$ cat src/rtl/bp_be_pkg.sv
// Shared back-end types for the stride detector: processor configs, confidence
// encodings and the per-PC stride table entry declared through a macro.
`define DECLARE_BP_BE_STRIDE_ENTRY_S(vaddr_width_mp, tag_width_mp, loop_range_mp) \
  typedef struct packed {                    \
    logic                      valid;        \
    logic [tag_width_mp-1:0]   tag;          \
    logic [vaddr_width_mp-1:0] last_addr;    \
    logic [vaddr_width_mp-1:0] stride;       \
    logic [1:0]                conf;         \
    logic [loop_range_mp-1:0]  quiet;        \
  } bp_be_stride_entry_s

package bp_be_pkg;

  typedef enum logic {e_bp_default_cfg = 1'b0} bp_params_e;

  function automatic int bp_vaddr_width(bp_params_e cfg);
    case (cfg)
      e_bp_default_cfg: return 39;
      default:          return 39;
    endcase
  endfunction

  localparam logic [1:0] e_conf_none = 2'd0;
  localparam logic [1:0] e_conf_low  = 2'd1;
  localparam logic [1:0] e_conf_mid  = 2'd2;
  localparam logic [1:0] e_conf_high = 2'd3;

endpackage

$ cat src/rtl/bsg_one_fifo.sv
// Single-entry valid/ready buffer; accepts a new word in the same cycle the
// held word is dequeued.
module bsg_one_fifo #(
  parameter int width_p = 8
) (
  input  logic               clk_i,
  input  logic               reset_i,
  output logic               ready_o,
  input  logic [width_p-1:0] data_i,
  input  logic               v_i,
  output logic               v_o,
  output logic [width_p-1:0] data_o,
  input  logic               yumi_i
);

  logic               full_q;
  logic [width_p-1:0] data_q;

  assign ready_o = ~full_q | yumi_i;
  assign v_o     = full_q;
  assign data_o  = data_q;

  always_ff @(posedge clk_i) begin
    if (reset_i) begin
      full_q <= 1'b0;
      data_q <= '0;
    end else if (v_i & ready_o) begin
      full_q <= 1'b1;
      data_q <= data_i;
    end else if (yumi_i) begin
      full_q <= 1'b0;
    end
  end

endmodule

$ cat src/rtl/bp_be_stride_detector.sv
// Per-PC stride tracker: direct-mapped table of last address/stride/confidence,
// emitting one prefetch request per confirmed stride through a one-entry buffer.
module bp_be_stride_detector
  import bp_be_pkg::*;
#(
  parameter bp_params_e bp_params_p       = e_bp_default_cfg,
  parameter int         entries_p         = 8,
  parameter int         tag_width_p       = 10,
  parameter int         stride_width_p    = 8,
  parameter int         loop_range_p      = 8,
  parameter int         prefetch_degree_p = 4,
  parameter int         conf_thresh_p     = 2,
  localparam int        vaddr_width_p     = bp_vaddr_width(bp_params_p)
) (
  input  logic                      clk_i,
  input  logic                      reset_i,
  input  logic                      load_v_i,
  input  logic [vaddr_width_p-1:0]  load_pc_i,
  input  logic [vaddr_width_p-1:0]  load_eff_addr_i,
  output logic                      v_o,
  input  logic                      ready_and_i,
  output logic [vaddr_width_p-1:0]  pc_o,
  output logic [vaddr_width_p-1:0]  eff_addr_o,
  output logic [stride_width_p-1:0] stride_o,
  output logic [loop_range_p-1:0]   loop_counter_o
);

  localparam int lg_entries_lp = $clog2(entries_p);
  localparam int fifo_width_lp = 2*vaddr_width_p + stride_width_p;

  `DECLARE_BP_BE_STRIDE_ENTRY_S(vaddr_width_p, tag_width_p, loop_range_p);

  bp_be_stride_entry_s table_q [entries_p];
  bp_be_stride_entry_s entry_r, entry_d;

  logic [lg_entries_lp-1:0] idx;
  logic [tag_width_p-1:0]   tag;
  logic [vaddr_width_p-1:0] delta;
  logic                     hit, same_stride, eligible, trigger;
  logic                     fifo_ready, fifo_v;
  logic [fifo_width_lp-1:0] fifo_data;
  logic [1:0]               conf_next;

  assign idx     = load_pc_i[2 +: lg_entries_lp];
  assign tag     = load_pc_i[2+lg_entries_lp +: tag_width_p];
  assign entry_r = table_q[idx];

  assign hit         = entry_r.valid & (entry_r.tag == tag);
  assign delta       = load_eff_addr_i - entry_r.last_addr;
  assign same_stride = hit & (delta == entry_r.stride);
  assign eligible    = (delta != '0) & (delta[vaddr_width_p-1:stride_width_p] == '0);
  assign conf_next   = (entry_r.conf == e_conf_high) ? e_conf_high : entry_r.conf + 2'd1;

  // Quiet is checked before this cycle's decrement so the window covers exactly
  // prefetch_degree_p further loads.
  assign trigger = load_v_i & same_stride & eligible
                 & (int'(conf_next) >= conf_thresh_p) & (entry_r.quiet == '0);

  always_comb begin
    entry_d = entry_r;
    if (!hit) begin
      entry_d.valid     = 1'b1;
      entry_d.tag       = tag;
      entry_d.last_addr = load_eff_addr_i;
      entry_d.stride    = '0;
      entry_d.conf      = e_conf_none;
      entry_d.quiet     = '0;
    end else if (same_stride) begin
      entry_d.last_addr = load_eff_addr_i;
      entry_d.conf      = conf_next;
      if (trigger & fifo_ready)
        entry_d.quiet = loop_range_p'(prefetch_degree_p);
      else if (entry_r.quiet != '0)
        entry_d.quiet = entry_r.quiet - 1'b1;
    end else begin
      entry_d.last_addr = load_eff_addr_i;
      entry_d.stride    = delta;
      entry_d.conf      = e_conf_none;
      entry_d.quiet     = '0;
    end
  end

  always_ff @(posedge clk_i) begin
    if (reset_i) begin
      for (int i = 0; i < entries_p; i++) table_q[i] <= '0;
    end else if (load_v_i) begin
      table_q[idx] <= entry_d;
    end
  end

  bsg_one_fifo #(.width_p(fifo_width_lp)) out_fifo (
    .clk_i  (clk_i),
    .reset_i(reset_i),
    .ready_o(fifo_ready),
    .data_i ({load_pc_i, load_eff_addr_i, delta[stride_width_p-1:0]}),
    .v_i    (trigger),
    .v_o    (fifo_v),
    .data_o (fifo_data),
    .yumi_i (fifo_v & ready_and_i)
  );

  assign v_o                            = fifo_v;
  assign {pc_o, eff_addr_o, stride_o}   = fifo_data;
  assign loop_counter_o                 = loop_range_p'(prefetch_degree_p);

endmodule

$ cat config.mk
export PLATFORM = sky130hd
export DESIGN_NAME = bp_be_stride_detector
export DESIGN_NICKNAME = d
export VERILOG_FILES = /design/src/rtl/bp_be_pkg.sv /design/src/rtl/bsg_one_fifo.sv /design/src/rtl/bp_be_stride_detector.sv
export SDC_FILE = /design/constraint.sdc
export NUM_CORES = 2
export LEC_CHECK = 0
export ABC_CLOCK_PERIOD_IN_PS = 19900
export BUFFER_PORTS_ARGS = -buffer_cell sky130_fd_sc_hd__buf_2
export CAP_MARGIN = 20
export CORE_UTILIZATION = 50
export CTS_CLUSTER_SIZE = 10
export DETAILED_ROUTE_END_ITERATION = 16
export PLACE_DENSITY = 0.67
export SYNTH_ARGS = -nofsm -noshare
export SYNTH_HDL_FRONTEND = slang
export SYNTH_SLANG_ARGS = --single-unit
$ cat constraint.sdc
create_clock -name clk_i -period 19.9 [get_ports clk_i]
set_input_delay 2.985 -clock clk_i [delete_from_list [all_inputs] [get_ports clk_i]]
set_output_delay 2.985 -clock clk_i [all_outputs]
set_load 0.05 [all_outputs]
# After elaboration in Yosys (flattened, before gate mapping)
# Memories as Yosys holds them, arrays and structs flattened.
# Cells that the tools add are included.
# totals
regBits,87
wordCells,44
inputBits,82
latchBits,0
out_inout_bits,95
memories,1
rom_bits,0
ram_bits,792
# mem_list
name,words,word_bits,read_ports,rd_ports_with_merged_regs,write_ports,line,source
table_q,8,99,1,0,8,bp_be_stride_detector.sv:33,bp_be_stride_entry_s table_q [entries_p];
# op_classes
n_addsub,3
shifts,0
multipliers,0
eq_ne,3
div_mod_pow,0
reduce_logical,6
n_lt_le_gt_ge,1
bitwise_logic,11
muxes,17
# ops
cell,count
99-bit two-way mux,1
99-bit OR reduction,1
49-bit two-way mux,1
39-bit == test,1
39-bit two-way mux,1
39-bit nonzero test,1
39-bit subtractor,1
31-bit zero test,1
8-bit two-way mux,2
11-bit two-way mux,1
10-bit == test,1
10-bit two-way mux,1
1-bit bitwise AND,9
8-bit zero test,1
1-bit two-way mux,8
8-bit nonzero test,1
8-bit by 1-bit subtractor with 8-bit output (second input constant),1
3-bit two-way mux,1
2-bit by 1-bit adder with 2-bit output (second input constant),1
2-bit == test (second input constant),1
2-bit greater-or-equal comparator (second input constant),1
2-bit two-way mux,1
2-bit nonzero test,1
1-bit inverter,1
1-bit bitwise OR,1

# Longest topological paths before layout
# An unclocked memory read counts as a cell.
# logic_depth
depth_word,13
ltp_mapped,28
mapped_depth_nobuf,18

# By module
# Synthesis repeated with hierarchy kept, for this count alone.
# hier_totals
cells_unflattened,3410
hier_area_um2,42450.7
# by_module_without_submodules
module,area_per_inst_um2,instances,seq_area_each_um2,cells_each
bp_be_stride_detector,38486.9,1,23782.8,3014
bsg_one_fifo,3963.8,1,1741.7,396

# Least setup slack after synthesis
# No wires, ideal clock.
# synth_timing
path_type,input port to flip-flop
startpoint,in load_pc_i[4]
endpoint,reg out_fifo.data_q[21] (netlist: out_fifo.data_o[21])
required_ns,19.768
n_path_buf,11
path_slack_ns,10.914
setup_time_ns,0.132
cell_stages,27
t_arrival_ns,8.853
cell_sequence,buf_2 buf_2 buf_2 buf_2 buf_2 buf_2 buf_2 mux2_2 a221oi_1 nor2_1 a221oi_1 ha_1 a21oi_1 o21ai_0 and3_1 or3_1 clkbuf_1 xnor2_1 nand2_1 nor4_1 nand4_1 or3_1 buf_2 buf_2 buf_2 o31ai_1 a21oi_1
# synth_between
elab_chain_len,9
word_cells_on_any_way,19
classes_between,2 x add/sub; 1 x order compare; 3 x eq/ne; 1 x mux; 8 x bitwise; 3 x reduce/logical; 1 x memory
# synth_lines
item,line,source
"start, declared",bp_be_stride_detector.sv:18,"input logic [vaddr_width_p-1:0] load_pc_i,"
memory read 8 x 99 bit *,n/a,
39-bit subtractor or 10-bit == test (tied branches),"bp_be_stride_detector.sv:49, bp_be_stride_detector.sv:48",
39-bit == test or 1-bit bitwise AND (tied branches),"bp_be_stride_detector.sv:50, bp_be_stride_detector.sv:48",
1-bit bitwise AND,bp_be_stride_detector.sv:50,assign same_stride = hit & (delta == entry_r.stride);
1-bit bitwise AND (2 in a row),bp_be_stride_detector.sv:56,assign trigger = load_v_i & same_stride & eligible
1-bit bitwise AND,bp_be_stride_detector.sv:57,& (int'(conf_next) >= conf_thresh_p) & (entry_r.quiet == '0);
1-bit bitwise AND *,bp_be_stride_detector.sv:57,
1-bit bitwise AND *,bsg_one_fifo.sv:27,end else if (v_i & ready_o) begin
"end signal, assigned",bsg_one_fifo.sv:29,data_q <= data_i;
"end, declared",bsg_one_fifo.sv:17,logic [width_p-1:0] data_q;
# Every way passes the cells marked *; elsewhere a longest branch is shown, timed or not.
# A chain may end at the register's enable or synchronous reset.

# Worst setup path after layout
# layout_timing
startpoint,in load_pc_i[3]
endpoint,reg out_fifo.data_q[49] (netlist: out_fifo.data_o[49])
# The elaborated chain is that of the path after synthesis.

==> impl_metrics.toml <==
[status]
status = "completed"

[setup_path]
cp_num_buf_inv = 5
path_delay_family = "simple AND/OR/NAND/NOR gates"
critPathMaxStageDelay_ns = 0.82
crit_type = "in -> reg"
path_common_cell = "buf_4"
path_max_fanout = 82
arrival_ns = 11.03
start_kind = "input port"
path_cells = "buf_4, buf_4, or2_2, nor2_4, buf_4, a22oi_1, nand4_1, ha_1, inv_1, fa_1, a21o_1, a221o_1, o211ai_1, nand3_1, xnor2_1, o2111ai_1, nor4_1, nand4_1, nor3_4, buf_4, nand4_1, a21oi_1"
end_kind = "flop"
worst_ep_required_time_ns = 20.50
cp_slowest_cell = "xnor2_1"
timing.rr.start = "table_q[6][56]"
crit_path_start = "load_pc_i[3]"

[synth]
yosysUniqueCellTypes = 87
async_flop_share_pct = 0
ys_warn_count = 0
synth_area_um2 = 41300
yosysSeqAreaShare_pct = 61.9
synthTopCellsByArea = "edfxtp_1 58%, dfxtp_1 4.2%, nor2_1 4.1%"
synth_top_area_share_pct = 57.6
syn_area_per_cell_um2 = 12.0
yosys.area.top_type = "edfxtp_1"
synth_edf_count = 792
synth_seq_cells = 879
syn_inst = 3432
synth_ff_type = "edfxtp_1"

[grt]
grt_pass1_vias = 29900
grt_max_degree = 101
top_usage_layer = "met2"
antenna_found_initial = 2
grt_use_met3_pct = 5.76
use_met1_pct = 44.6
gr-total-overflow = 0
grt_first_pass_wirelength_um = 197000
use_met2_pct = 50.0
grtUsageTotal_pct = 31.9

[route]
drt_first_pass_iters = 6
vias = 30700
first_iter_violations = 4163
vias_per_cell = 6.66
antenna_left = 0
drt-total-wl_um = 135000
drc = 0
wl_per_cell_um = 29.2

[layout]
fillers = 6648
fin_nets = 3602
syn_to_final_growth_pct = 11.3
final_util_pct = 56.6
final_cell_mix = "792 x edfxtp_1, 449 x nor2_1, 225 x and3_1"
drive_above_1_share_pct = 13.5
layout_commonest_cell = "edfxtp_1"

[power]
clockPowerShare_pct = 37.3
peakVddDrop_mv = 0.0715
swShare_pct = 28.4
power.switching_mw = 1.30
p_leak_nw = 17.2
p_comb_share_pct = 16.5
pwr-share-seq_pct = 46.2
p_int_mw = 3.27
power_density_nw_per_um2 = 99.5

[worst_hold_path]
min_path_type = "reg -> reg"
holdCritStartpoint = "out_fifo.data_o[12]"

[job]
drv_cap = 0

[timing]
rsz0062_at_grt = "no"
skew_ns = 0.0359
worst_pin_slew_ns = 1.19
relSlewSlack_pct = 20.4
fin_crit_ns = 10.43
fmax_ghz = 0.0959
fin_setup_tns_ns = 0
hold_violations = 0
setup_viol = 0
period_share_pct = 52.4
final_max_slew_viol_count = 0

[floorplanning]
die_w_um = 289
num_rows = 104
start_util_pct = 50.9
fp.coreArea_um2 = 81100
dieArea_um2 = 83700
die_h_um = 289
io_pins = 177

[clocking]
postCtsHoldBufs = 0
cts-root-buf = "clkbuf_16"
cts_tree = "done"
cts_buffers = 100
clk_latency_ns = 0.68
cts_resized = 0
clk_path_buf_depth = 3
clkTransAtPathRegs_ns = 0.05
cts_max_level = 3
postCtsSetupBuffers = 0
clkSinkCount = 879

[placement]
hpwl_um = 80000
io_buffers = 168
place.gp.congestion = 0.930
registers in the layout, summed over array words and instances (netlist names):
| register | cells |
|---|---|
| out_fifo.data_o | 86 |
| out_fifo.v_o | 1 |
| table_q | 792 |
metal layers:
layer,part of all wire [%],vias up
met3,11,291
met1,40,15400
met5,0,-
met4,3.4,0
met2,46,1948
li1,-,13100
cells in the mapped netlist (7+ instances only):
library cell,instances
or2_2,11
o211ai_1,13
clkbuf_1,232
a211oi_1,8
or4_1,9
a221o_1,7
nand2_1,98
buf_4,10
buf_2,37
nor4_1,14
nor3_1,49
a221oi_1,53
ha_1,42
xor2_1,23
xnor2_1,47
mux2_2,57
nor2b_1,10
o221ai_1,22
nor2_1,452
o22ai_1,69
dfxtp_1,87
inv_1,21
a22o_1,28
and2_1,196
edfxtp_1,792
mux4_2,23
o21ai_0,52
a22oi_1,120
buf_1,28
and4_1,23
a21oi_1,163
and3_1,227
a31oi_1,12
nand2b_1,17
nand4_1,104
a21o_1,17
nand3_1,25
o31ai_1,85
mux2i_1,55
power by group through the flow:
stage / combinational [mW] / clock (mW) / sequential [mW]
after floorplan: 0.439 / 0 / 2.14
after global placement: 0.711 / 0 / 2.14
after detailed placement: 0.720 / 0 / 2.15
after CTS: 0.723 / 1.71 / 2.11
after global routing: 0.786 / 1.78 / 2.12
final: 0.752 / 1.70 / 2.11
kinds of logic (layout without fill, tap and decap cells):
kind of cell               Yosys count  after routing  share of synthesized area [%]
AOI/OAI and AO/OA                  695            695                           11.6
xor gates and xnor gates            75             75                           1.72
muxes                              135            135                           4.15
DFF                                879            879                           61.9
buffers and inverters              335            450                           3.28
other                                2             10                         0.0182
adders and majority gates           43             43                           1.32
and+or+nand+nor                   1268           1268                           16.0
layout make-up:
| class | count | area (um2) | area share, % |
|---|---|---|---|
| well taps | 1060 | 1330 | 2.89 |
| repair buffers | 248 | 1480 | 3.21 |
| multi-input cells | 2224 | 14500 | 31.6 |
| diodes | 2 | 5.00 | 0.0109 |
| flip-flops and latches | 879 | 25500 | 55.6 |
| clock inverters | 6 | 108 | 0.234 |
| inverters | 24 | 90.1 | 0.196 |
| clock buffers | 172 | 2870 | 6.24 |
stage by stage:
stage / cells / area, um2 / power (mW) / setup slack (ns) / hold WS (ns)
6_report: 4615 / 45900 / 4.57 / 9.47 / 0.466
5_1_grt: 4614 / 45900 / 4.68 / 9.12 / 0.491
4_1_cts: 4608 / 45900 / 4.54 / 9.67 / 0.468
3_5_place_dp: 4430 / 42900 / 2.87 / 8.96 / 0.458
3_3_place_gp: 4429 / 42900 / 2.85 / 9.12 / 0.449
2_1_floorplan: 3438 / 41300 / 2.58 / 10.91 / 0.698
worst reg2reg max path: stages (launching register included):
cell and delay (ns):
edfxtp_1 0.38, mux2_2 0.29, a221oi_1 0.28, nor2_1 0.15, a221oi_1 0.27, ha_1 0.37, a21oi_1 0.38, o21ai_0 0.24
and3_1 0.22, or3_1 0.47, xnor2_1 0.76, nand2_1 0.23, nor4_1 0.34, nand4_1 0.26, nor3_4 0.22, buf_4 0.75
nand4_1 0.52, a21oi_1 0.26
worst paths after layout:
check	end	slack [ns]	cells past startpoint
hold reg to reg	out_fifo.data_o[12]	0.47	2
setup reg to reg	out_fifo.data_o[49]	13.46	17
hold / removal	out_fifo.data_o[12]	0.47	2
setup / recovery	out_fifo.data_o[49]	9.47	22
(Power assumes the default switching activity.)
